File: config.mk
export PLATFORM = sky130hd
export DESIGN_NAME = alu_cmd_sequencer
export DESIGN_NICKNAME = d
export VERILOG_FILES = /design/src/rtl/alu_cmd_sequencer.sv
export SDC_FILE = /design/constraint.sdc
export NUM_CORES = 1
export LEC_CHECK = 0
export ABC_AREA = 1
export CAP_MARGIN = 40
export CORE_MARGIN = 1.5
export CORE_UTILIZATION = 54
export DETAILED_ROUTE_END_ITERATION = 10
export PLACE_DENSITY = 0.75
export SLEW_MARGIN = 25
export SYNTH_ARGS = -nofsm -noshare
export SYNTH_HDL_FRONTEND = slang
export SYNTH_SLANG_ARGS = --single-unit
File: constraint.sdc
create_clock -name clk -period 2.6 [get_ports clk]
set_clock_uncertainty 0.2 [all_clocks]
set_input_delay 0.26 -clock clk [delete_from_list [all_inputs] [get_ports clk]]
set_output_delay 0.26 -clock clk [all_outputs]
set_load 0.01 [all_outputs]
File: src/rtl/alu_cmd_sequencer.sv
// Command issue stage for the 8-bit ALU. It queues requests in a small FIFO,
// powers the ALU up, drives one command at a time, and returns one tagged
// result per command.
module alu_cmd_sequencer #(
  parameter int DEPTH   = 4,
  parameter int TIMEOUT = 8
) (
  input  logic       clk,
  input  logic       rst,
  input  logic       cmd_valid,
  output logic       cmd_ready,
  input  logic [2:0] cmd_op,
  input  logic [7:0] cmd_a,
  input  logic [7:0] cmd_b,
  input  logic [1:0] cmd_mode,
  output logic       alu_on,
  output logic [2:0] alu_in_sel,
  output logic [7:0] alu_num1,
  output logic [7:0] alu_num2,
  output logic [6:0] alu_out_sel,
  input  logic [7:0] alu_out,
  input  logic [1:0] alu_state,
  output logic       res_valid,
  output logic [7:0] res_data,
  output logic       res_err,
  output logic       res_timeout,
  output logic       busy
);

  localparam int AW = (DEPTH > 1) ? $clog2(DEPTH) : 1;
  localparam int CW = AW + 1;
  localparam int TW = $clog2(TIMEOUT) + 1;

  localparam logic [2:0] SEL_RST  = 3'b100;
  localparam logic [2:0] SEL_LOAD = 3'b010;
  localparam logic [2:0] SEL_HOLD = 3'b001;

  typedef struct packed {
    logic [2:0] op;
    logic [7:0] a;
    logic [7:0] b;
    logic [1:0] mode;
  } cmd_t;

  typedef enum logic [2:0] {
    S_PWRUP, S_IDLE, S_ISSUE, S_WAIT, S_RESP
  } state_t;

  state_t         state_q, state_d;
  cmd_t           fifo_q [DEPTH];
  cmd_t           head;
  logic [AW-1:0]  wptr_q, wptr_d, rptr_q, rptr_d;
  logic [CW-1:0]  count_q, count_d;
  logic           cmd_ready_q, cmd_ready_d;
  logic           busy_q, busy_d;
  logic           push, pop;
  logic [TW-1:0]  timer_q, timer_d;
  logic           off_q, off_d;   // ALU dropped to Off during WAIT
  logic           alu_on_q, alu_on_d;
  logic [2:0]     in_sel_q, in_sel_d;
  logic [7:0]     num1_q, num1_d, num2_q, num2_d;
  logic [6:0]     out_sel_q, out_sel_d;
  logic           res_valid_q, res_valid_d;
  logic [7:0]     res_data_q, res_data_d;
  logic           res_err_q, res_err_d;
  logic           res_to_q, res_to_d;

  assign push = cmd_valid & cmd_ready_q;
  assign head = fifo_q[rptr_q];

  // FIFO storage; contents need no reset since count gates every read
  always_ff @(posedge clk) begin
    if (push) fifo_q[wptr_q] <= '{op: cmd_op, a: cmd_a, b: cmd_b, mode: cmd_mode};
  end

  // FIFO pointer/count update; power-of-2 depth lets pointers wrap naturally
  always_comb begin
    wptr_d  = push ? wptr_q + AW'(1) : wptr_q;
    rptr_d  = pop  ? rptr_q + AW'(1) : rptr_q;
    count_d = count_q;
    case ({push, pop})
      2'b10:   count_d = count_q + CW'(1);
      2'b01:   count_d = count_q - CW'(1);
      default: count_d = count_q;
    endcase
    cmd_ready_d = (count_d != CW'(DEPTH));
  end

  // Next-state and registered-output logic of the issue FSM
  always_comb begin
    state_d     = state_q;
    pop         = 1'b0;
    timer_d     = timer_q;
    off_d       = off_q;
    alu_on_d    = alu_on_q;
    in_sel_d    = in_sel_q;
    num1_d      = num1_q;
    num2_d      = num2_q;
    out_sel_d   = out_sel_q;
    res_valid_d = 1'b0;
    res_data_d  = res_data_q;
    res_err_d   = res_err_q;
    res_to_d    = res_to_q;
    case (state_q)
      S_PWRUP: begin
        alu_on_d = 1'b1;
        in_sel_d = SEL_RST;
        if (alu_state == 2'b01) state_d = S_IDLE;
      end
      S_IDLE: begin
        in_sel_d = SEL_HOLD;
        if (count_q != '0) begin
          pop = 1'b1;
          if (head.op == 3'd7) begin
            // illegal op: answer straight away without touching the ALU
            state_d     = S_RESP;
            res_valid_d = 1'b1;
            res_data_d  = 8'h00;
            res_err_d   = 1'b1;
            res_to_d    = 1'b0;
          end else begin
            num1_d    = head.a;
            num2_d    = head.b;
            out_sel_d = 7'b1 << head.op;
            case (head.mode)
              2'd1:    in_sel_d = SEL_HOLD;
              2'd2:    in_sel_d = SEL_RST;
              default: in_sel_d = SEL_LOAD;
            endcase
            state_d = S_ISSUE;
          end
        end
      end
      S_ISSUE: begin
        // select pulse lasts this one cycle; operands stay until next pop
        in_sel_d = SEL_HOLD;
        timer_d  = '0;
        state_d  = S_WAIT;
      end
      S_WAIT: begin
        timer_d = timer_q + TW'(1);
        if (alu_state == 2'b10 || alu_state == 2'b11) begin
          state_d     = S_RESP;
          res_valid_d = 1'b1;
          res_data_d  = alu_out;
          res_err_d   = alu_state[0];
          res_to_d    = 1'b0;
        end else if (alu_state == 2'b00) begin
          state_d     = S_RESP;
          off_d       = 1'b1;
          alu_on_d    = 1'b1;
          res_valid_d = 1'b1;
          res_data_d  = 8'h00;
          res_err_d   = 1'b1;
          res_to_d    = 1'b0;
        end else if (timer_q == TW'(TIMEOUT - 1)) begin
          state_d     = S_RESP;
          res_valid_d = 1'b1;
          res_data_d  = 8'h00;
          res_err_d   = 1'b1;
          res_to_d    = 1'b1;
        end
      end
      S_RESP: begin
        state_d = off_q ? S_PWRUP : S_IDLE;
        off_d   = 1'b0;
      end
      default: state_d = S_PWRUP;
    endcase
    busy_d = (state_d != S_IDLE) || (count_d != '0);
  end

  // All state and outputs registered, cleared asynchronously
  always_ff @(posedge clk or negedge rst) begin
    if (!rst) begin
      state_q     <= S_PWRUP;
      wptr_q      <= '0;
      rptr_q      <= '0;
      count_q     <= '0;
      cmd_ready_q <= 1'b0;
      busy_q      <= 1'b0;
      timer_q     <= '0;
      off_q       <= 1'b0;
      alu_on_q    <= 1'b0;
      in_sel_q    <= SEL_RST;
      num1_q      <= '0;
      num2_q      <= '0;
      out_sel_q   <= '0;
      res_valid_q <= 1'b0;
      res_data_q  <= '0;
      res_err_q   <= 1'b0;
      res_to_q    <= 1'b0;
    end else begin
      state_q     <= state_d;
      wptr_q      <= wptr_d;
      rptr_q      <= rptr_d;
      count_q     <= count_d;
      cmd_ready_q <= cmd_ready_d;
      busy_q      <= busy_d;
      timer_q     <= timer_d;
      off_q       <= off_d;
      alu_on_q    <= alu_on_d;
      in_sel_q    <= in_sel_d;
      num1_q      <= num1_d;
      num2_q      <= num2_d;
      out_sel_q   <= out_sel_d;
      res_valid_q <= res_valid_d;
      res_data_q  <= res_data_d;
      res_err_q   <= res_err_d;
      res_to_q    <= res_to_d;
    end
  end

  assign cmd_ready   = cmd_ready_q;
  assign busy        = busy_q;
  assign alu_on      = alu_on_q;
  assign alu_in_sel  = in_sel_q;
  assign alu_num1    = num1_q;
  assign alu_num2    = num2_q;
  assign alu_out_sel = out_sel_q;
  assign res_valid   = res_valid_q;
  assign res_data    = res_data_q;
  assign res_err     = res_err_q;
  assign res_timeout = res_to_q;

endmodule

# Yosys cells after proc, flatten, opt, wreduce, memory -nomap -nowiden
# Memories as Yosys holds them, arrays and structs flattened.
# Index checks and enable logic that the tools add are counted.
# op_classes
n_addsub	5
eq_ne	20
shifts	1
muxes	45
bitwise	2
n_reduce_logical	15
# op_table
operator	n
8-bit two-way mux	5
3-bit two-way mux	8
1-bit two-way mux	21
8-bit one-hot mux with 2 select lines	1
3-bit one-hot mux with 5 select lines	1
3-bit one-hot mux with 2 select lines	2
1-bit one-hot mux with 2 select lines	5
3-bit one-hot mux with 3 select lines	1
3-bit AND reduction	3
3-bit nonzero test	3
2-bit == test (second input constant)	4
2-bit inequality test (second input constant)	4
4-bit one-hot mux with 2 select lines	1
2-bit nonzero test	4
1-bit by 3-bit left shift with 7-bit output (first input constant)	1
2-bit by 1-bit == test with 1-bit output (second input constant)	3
3-bit by 2-bit == test with 1-bit output (second input constant)	2
3-bit == test (second input constant)	2
2-bit by 1-bit adder with 2-bit output (second input constant)	2
4-bit by 1-bit adder with 4-bit output (second input constant)	1
4-bit by 3-bit == test with 1-bit output (second input constant)	1
4-bit inequality test (second input constant)	1
4-bit AND reduction	1
3-bit by 1-bit adder with 3-bit output (second input constant)	1
9 further kinds	10
# word_totals
regBits	55
ramBits	84
elab_cells	106
n_memories	1
# memory_table
memory	depth	word_bits	rd	rd_ports_with_merged_regs	write_ports	line_no	source
fifo_q	4	21	1	0	1	50	cmd_t fifo_q [DEPTH];

# Logic depth before layout (Yosys ltp)
# Gate-level depths: netlist of run 1.
# logic_depth
depth_word	7
ltp_mapped	12
ltp_nobuf	11

# Least setup slack after synthesis of run 1
# No wires, ideal clock.
# synth_timing
path_type	reg2reg
start	reg state_q[2]
end	reg busy_q (netlist: busy)
setup_ns	0.127
arrival_time_ns	1.901
required_ns	2.273
path_slack_ns	0.372
path_stages_with_launch	12
synth_period_minus_slack_ns	2.228
path_cell_list	dfrtp_1 inv_1 nand3_4 nor2_8 ha_1 inv_1 fa_1 a21oi_1 o21ai_0 xor2_1 inv_1 nand3b_1
# synth_between
elab_chain_len	6
word_cells_on_any_way	18
cone_classes	eq/ne: 7; mux: 8; reduce/logical: 3
# synth_rtl
item	line_no	source
start, declared	49	state_t state_q, state_d;
start signal, assigned	194	state_q <= state_d;
3-bit by 1-bit == test with 1-bit output *	104	case (state_q)
1-bit two-way mux *	104	
net pop	56	logic push, pop;
2-bit by 1-bit == test with 1-bit output or 2-bit == test (tied branches)	81	case ({push, pop})
3-bit one-hot mux with 2 select lines *	81	
net count_d[2]	53	logic [CW-1:0] count_q, count_d;
3-bit nonzero test *	170	busy_d = (state_d != S_IDLE) || (count_d != '0);
1-bit logical OR *	170	
net busy_d	55	logic busy_q, busy_d;
end signal, assigned	199	busy_q <= busy_d;
end, declared	55	
# Mark *: on every way through the listed nets, which the timed path passes. The rest lies on a longest branch.
# A chain may end at the register's enable or synchronous reset.

# Final worst setup path of run 1
# Ends and elaborated chain as after synthesis.

==> flow_summary.toml, run 1 <==
[worst_setup_path]
slowest_delay_ns = 0.41
cp.buffers_inverters = 3
end_kind = "flop"
startpoint_type = "flop"
crit_type = "flop to flop"
ff2ff_path_depth = 11
worstPathArrival_ns = 2.69
path_depth = 11
worstPathMaxFanout = 9
slowest_stage = "dfrtp_1"
cpMostUsedCell = "inv_1"
crit_family = "adder cells"
path_cells = "inv_1, nand3_4, nor2_8, ha_1, inv_1, fa_1, a21oi_1, o21ai_0, xor2_1, inv_1, nand3b_1"
critPathRequiredTime_ns = 2.85

[sta]
rsz0062_at_grt = "false"
finalCritPeriodShare = 0.936
maxSlewViolCount = 0
slew_headroom = 0.519
setup_viol = 0
holdWs_ns = 0.0898
tightest_slew_ns = 0.722
fmax_ghz = 0.411
fin_crit_ns = 2.43
hold_violations = 0
finalSetupTns_ns = 0

[detailed_routing]
vias_per_cell = 5.25
first_iter_violations = 285
drc = 0
drt_wl_total_um = 11500
drtPass1Iterations = 5
wl_per_cell_um = 15.7
vias = 3833
postRouteAntennaNets = 0

[floorplanning]
rows = 37
chipHeight_um = 107
pin_count = 74
initial_utilization = 0.558
fp.dieArea_um2 = 11300
design.core.area_um2 = 10400
fp.dieW_um = 107

[placement]
gp_congestion = 0.770
io_buffers = 73
place_inst = 697
dp_hpwl_um = 7000

[logic_synthesis]
yosysTopAreaCellShare = 0.436
synth_seq_cells = 139
synth_cells = 497
ys_async_sr_fraction = 0.396
avgSynthCellArea_um2 = 11.6
synth_top_flop_cell = "edfxtp_1"
synth_nets = 540
synth_cell_types = 38
yosysTopAreaCell = "edfxtp_1"
yosys_warnings = 0
synth_edf_count = 84
yosysSeqAreaShare = 0.674
synth.area.top_cells = "edfxtp_1 (44%), dfrtp_1 (23%), nand2_1 (7.5%), o21ai_0 (3.5%), nor2_1 (3.2%)"
netlist_area_um2 = 5790

[final_layout]
areaGrowthSynthToFinish_pct = 24.5
post-route-util = 0.695
final_cell_mix = "nand2_1 (115), edfxtp_1 (84), clkdlybuf4s50_1 (72)"
drive_gt1_frac = 0.143
layout_commonest_cell = "nand2_1"
fin_nets = 624
fin_cells = 730
num_antenna_cells = 0

[job]
cap_viol_max_count = 0

[cts]
cts_tree = "yes"
root_buffer = "clkbuf_8"
cts_num_sinks = 139
clkLatencyLatePin_ns = 0.52
clkTransAtPathRegs_ns = 0.06
cts_setup_buffers = 0
cts_buffers = 17
ctsHtreeMaxLevel = 4
cts_max_path_buffers = 2

[power]
ir_drop_mv = 0.655
powerDensity_nw_per_um2 = 1210
leakagePower_nw = 2.97

[grt]
grt_pass1_vias = 3849
grt.total_usage = 0.217
grt_pass1_wl_um = 18500
antenna_found_initial = 0
grt_max_degree = 56
grt_overflow_total = 0

[min_path]
min_path_type = "input pin to flop"
hold_depth = 3

[run_status]
outcome = "complete, no violations"
==> metal layers <==
metal  wire length [µm]  track usage
met1               4990        0.266
met2               5810        0.366
met3                481       0.0466
met4                198        0.104
met5                  0            0
==> layout make-up <==
class	count	area (µm²)
Fill cell	751	3170
Timing Repair Buffer	83	803
Inverter	37	149
Tap cell	136	170
Sequential cell	139	3900
Multi-Input combinational cell	303	1620
Clock buffer	24	470
Clock inverter	8	91.3
==> timing repair <==
action	in CTS	in global routing
gates resized for setup	0	0
hold endpoints to repair	54	0
hold buffers	1	0
==> kinds of logic after synthesis <==
family | share of synthesized area
fa+ha+maj | 0.0208
simple gates | 0.179
compound gates | 0.0694
buf+inv | 0.0480
flops | 0.674
xor+xnor | 0.00908
==> state kept, by name, summed over array words and instances, names as in the netlist, 2 cells and up <==
signal,flops
alu_out_sel,7
timer_q,4
count_q,3
alu_num1,8
alu_in_sel,3
rptr_q,2
wptr_q,2
alu_num2,8
res_data,8
state_q,3
fifo_q,84
==> through the flow <==
step	cell area (µm²)	total power (W)	setup WS, ns
finish	7200	0.00873	0.166
CTS	7200	0.00881	0.153
floorplan	5790	0.00541	0.372
global placement	6630	0.00636	0.267
detailed placement	6630	0.00649	0.197
global route	7200	0.00927	0.0259
==> report_power, final <==
group / switching, W / internal (W) / leakage (nW) / total [W]
logic: 0.00193 / 0.00124 / 1.23 / 0.00316
registers: 0.000320 / 0.00299 / 1.46 / 0.00331
clock network: 0.000831 / 0.00143 / 0.276 / 0.00226
total: 0.00308 / 0.00566 / 2.97 / 0.00873
==> final timing paths <==
check / from / end / slack, ns
max: state_q[2] / busy / 0.17
min: alu_out[4] / res_data[4] / 0.09
max reg2reg: state_q[2] / busy / 0.17
max in group asynchronous: rst / alu_num1[6] / 1.49
min reg2reg: alu_num1[5] / alu_num1[5] / 0.28
min in group asynchronous: rst / state_q[2] / 0.24
==> synth_stat cells, types with 2 or more instances <==
library cell and number:
a21oi_1 6, a32oi_1 2, buf_2 6, buf_4 2
buf_6 4, clkbuf_1 4, dfrtp_1 54, edfxtp_1 84
ha_1 8, inv_1 31, inv_2 4, inv_6 2
nand2_1 115, nand2_2 15, nand3_1 10, nand3_2 13
nand3_4 2, nand3b_1 2, nor2_1 49, nor2_2 2
nor3_1 3, o21ai_0 41, o21ai_1 2, o22ai_1 18
xor2_1 5
==> worst reg2reg max path, delay by kind of cell, from the launching register on <==
kind | cells | cell delay (ns)
adders and majority gates | 2 | 0.58
and+or+nand+nor | 3 | 0.43
DFF | 1 | 0.41
buffers and inverters | 3 | 0.26
AOI/OAI and AO/OA | 2 | 0.26
xor gates and xnor gates | 1 | 0.24
No activity file was read; power rests on OpenSTA's default activity.
==> inputs of run 2 (changes only) <==
--- a/config.mk
+++ b/config.mk
@@ -8,9 +8,10 @@
 export ABC_AREA = 1
 export CAP_MARGIN = 40
 export CORE_MARGIN = 1.5
-export CORE_UTILIZATION = 54
+export CORE_UTILIZATION = 55
 export DETAILED_ROUTE_END_ITERATION = 10
-export PLACE_DENSITY = 0.75
+export GPL_TIMING_DRIVEN = 0
+export PLACE_DENSITY = 0.76
 export SLEW_MARGIN = 25
 export SYNTH_ARGS = -nofsm -noshare
 export SYNTH_HDL_FRONTEND = slang
==> flow_summary.toml, run 2 (synthesized netlist as in run 1, its figures left out) <==
[placement]
pre_cts_slack_ns = -0.0664
gp_congestion = 0.770
io_buffers = 73
dp_hpwl_um = 7620

[final_layout]
largest_register_ffs = 84
nFillCells = 737
drive_gt1_frac = 0.153
fin_nets = 638
regMostFlops = "fifo_q"
layout_commonest_cell = "nand2_1"
num_antenna_cells = 0
final_cell_mix = "nand2_1 (115), edfxtp_1 (84), clkdlybuf4s50_1 (72)"
areaGrowthSynthToFinish_pct = 27.0

[job]
cap_viol_max_count = 0

[min_path]
min_path_type = "input pin to async pin"

[floorplanning]
fp.dieW_um = 106
design.core.area_um2 = 10300
initial_utilization = 0.563
fp.dieArea_um2 = 11100
rows = 37
chipHeight_um = 106
pin_count = 74

[detailed_routing]
postRouteAntennaNets = 0
vias = 3936
vias_per_cell = 5.29
drtPass1Iterations = 4
drc = 0
drt_wl_total_um = 11900
first_iter_violations = 285
wl_per_cell_um = 15.9

[cts]
ctsHtreeMaxLevel = 4
root_buffer = "clkbuf_8"
clkLatencyLatePin_ns = 0.53
cts_num_sinks = 139
cts_buffers = 17
cts_max_path_buffers = 2
cts_tree = "yes"
clkTransAtPathRegs_ns = 0.06

[worst_setup_path]
crit_type = "flop to flop"
end_kind = "flop"
slowest_stage = "nand2_1"
worstPathArrival_ns = 2.57
cpMostUsedCell = "inv_1"
slowest_delay_ns = 0.39
worstPathMaxFanout = 8
path_cells = "nand2_1, ha_1, inv_1, fa_1, a21oi_1, o21ai_0, xor2_1, inv_1, nand3b_1"
critPathRequiredTime_ns = 2.81
crit_family = "adder cells"
startpoint_type = "flop"
cp.buffers_inverters = 2

[run_status]
outcome = "complete, no violations"

[power]
leakagePower_nw = 3.01
pwr-share-seq = 0.367
p_sw_frac = 0.358
p_switching_w = 0.00320
p_comb_frac = 0.382
powerDensity_nw_per_um2 = 1220
total_power_w = 0.00893
power.internal_w = 0.00574
clockPowerShare = 0.251
ir_drop_mv = 0.813

[sta]
finalCritPeriodShare = 0.908
slew_headroom = 0.508
rsz0062_at_grt = "false"
fin_crit_ns = 2.36
holdWs_ns = 0.0698
finalWorstSetupSlack_ns = 0.240
setup_viol = 0
finalSetupTns_ns = 0
fmax_ghz = 0.424
maxSlewViolCount = 0
tightest_slew_ns = 0.736
hold_violations = 0

[grt]
antenna_found_initial = 0
grt_overflow_total = 0
grt_max_degree = 53
grt_pass1_vias = 4078
grt.total_usage = 0.236
grt_pass1_wl_um = 19600
[run 2: cell count changes in the layout (fill, tap and decap cells not counted), moves of 3 or more]
cell / before / now
buf_6: 0 / 4
nor2_4: 0 / 4
nor2_2: 6 / 2
clkbuf_8: 4 / 1
clkbuf_1: 4 / 9
buf_4: 9 / 5
buf_2: 1 / 6
[run 2: final timing paths]
| check | start | to | slack (ns) | cells after the start |
|---|---|---|---|---|
| setup reg to reg | cmd_ready | busy | 0.24 | 9 |
| max in group asynchronous | rst | res_data[4] | 1.59 | 3 |
| setup / recovery | cmd_ready | busy | 0.24 | 9 |
| hold reg to reg | alu_num1[7] | alu_num1[7] | 0.28 | 2 |
| min in group clk | alu_out[5] | res_data[5] | 0.08 | 3 |
| hold / removal | rst | alu_num2[5] | 0.07 | 3 |
[run 2: metrics by stage]
stage	area, µm²	std cells	util
after floorplan	5790	497	-
after global placement	6690	706	0.651
after detailed placement	6760	708	0.658
after CTS	7330	742	0.714
after global routing	7350	744	0.715
final	7350	744	0.715
[run 2: tightest hold or removal path, delay by kind of cell]
family | cells | cell delay, ns
buffers and inverters | 3 | 0.91
[run 2: power groups by stage]
stage / logic, W / clock network, W / registers (W)
6_report: 0.00342 / 0.00224 / 0.00328
5_1_grt: 0.00383 / 0.00236 / 0.00334
4_1_cts: 0.00344 / 0.00227 / 0.00328
3_5_place_dp: 0.00340 / 0 / 0.00332
3_3_place_gp: 0.00324 / 0 / 0.00330
2_1_floorplan: 0.00201 / 0 / 0.00340
[run 2: per-layer routing]
layer  share of wire  vias up  global-route usage
met5               0        -                   0
met4           0.025        0               0.112
met3           0.054       24              0.0618
met2            0.51      123               0.400
met1            0.41     1902               0.281
li1                -     1887                   -
[run 2: cell type report]
type | count | area, µm² | share of cell area
clock inverter | 10 | 119 | 0.0162
inverter | 37 | 149 | 0.0203
clock buffer | 22 | 433 | 0.0589
buffer | 18 | 129 | 0.0175
multi-input combinational | 303 | 1640 | 0.223
sequential | 139 | 3900 | 0.531
timing repair buffer | 79 | 811 | 0.110
tap | 136 | 170 | 0.0232
[run 2: repair_timing]
item / 4_1_cts / 5_1_grt
hold endpoints to repair: 55 / 0
buffers inserted: 0 / 2
endpoints found under the setup margin: 0 / 2
resized for setup: 0 / 0
hold buffers: 2 / 0
==> inputs of run 3 (changes only) <==
--- a/config.mk
+++ b/config.mk
@@ -9,6 +9,7 @@
 export CAP_MARGIN = 40
 export CORE_MARGIN = 1.5
 export CORE_UTILIZATION = 55
+export CTS_CLUSTER_DIAMETER = 40
 export DETAILED_ROUTE_END_ITERATION = 10
 export GPL_TIMING_DRIVEN = 0
 export PLACE_DENSITY = 0.76
==> results of run 3 <==
The final DEF is identical to that of run 2; final timing and power are the same.
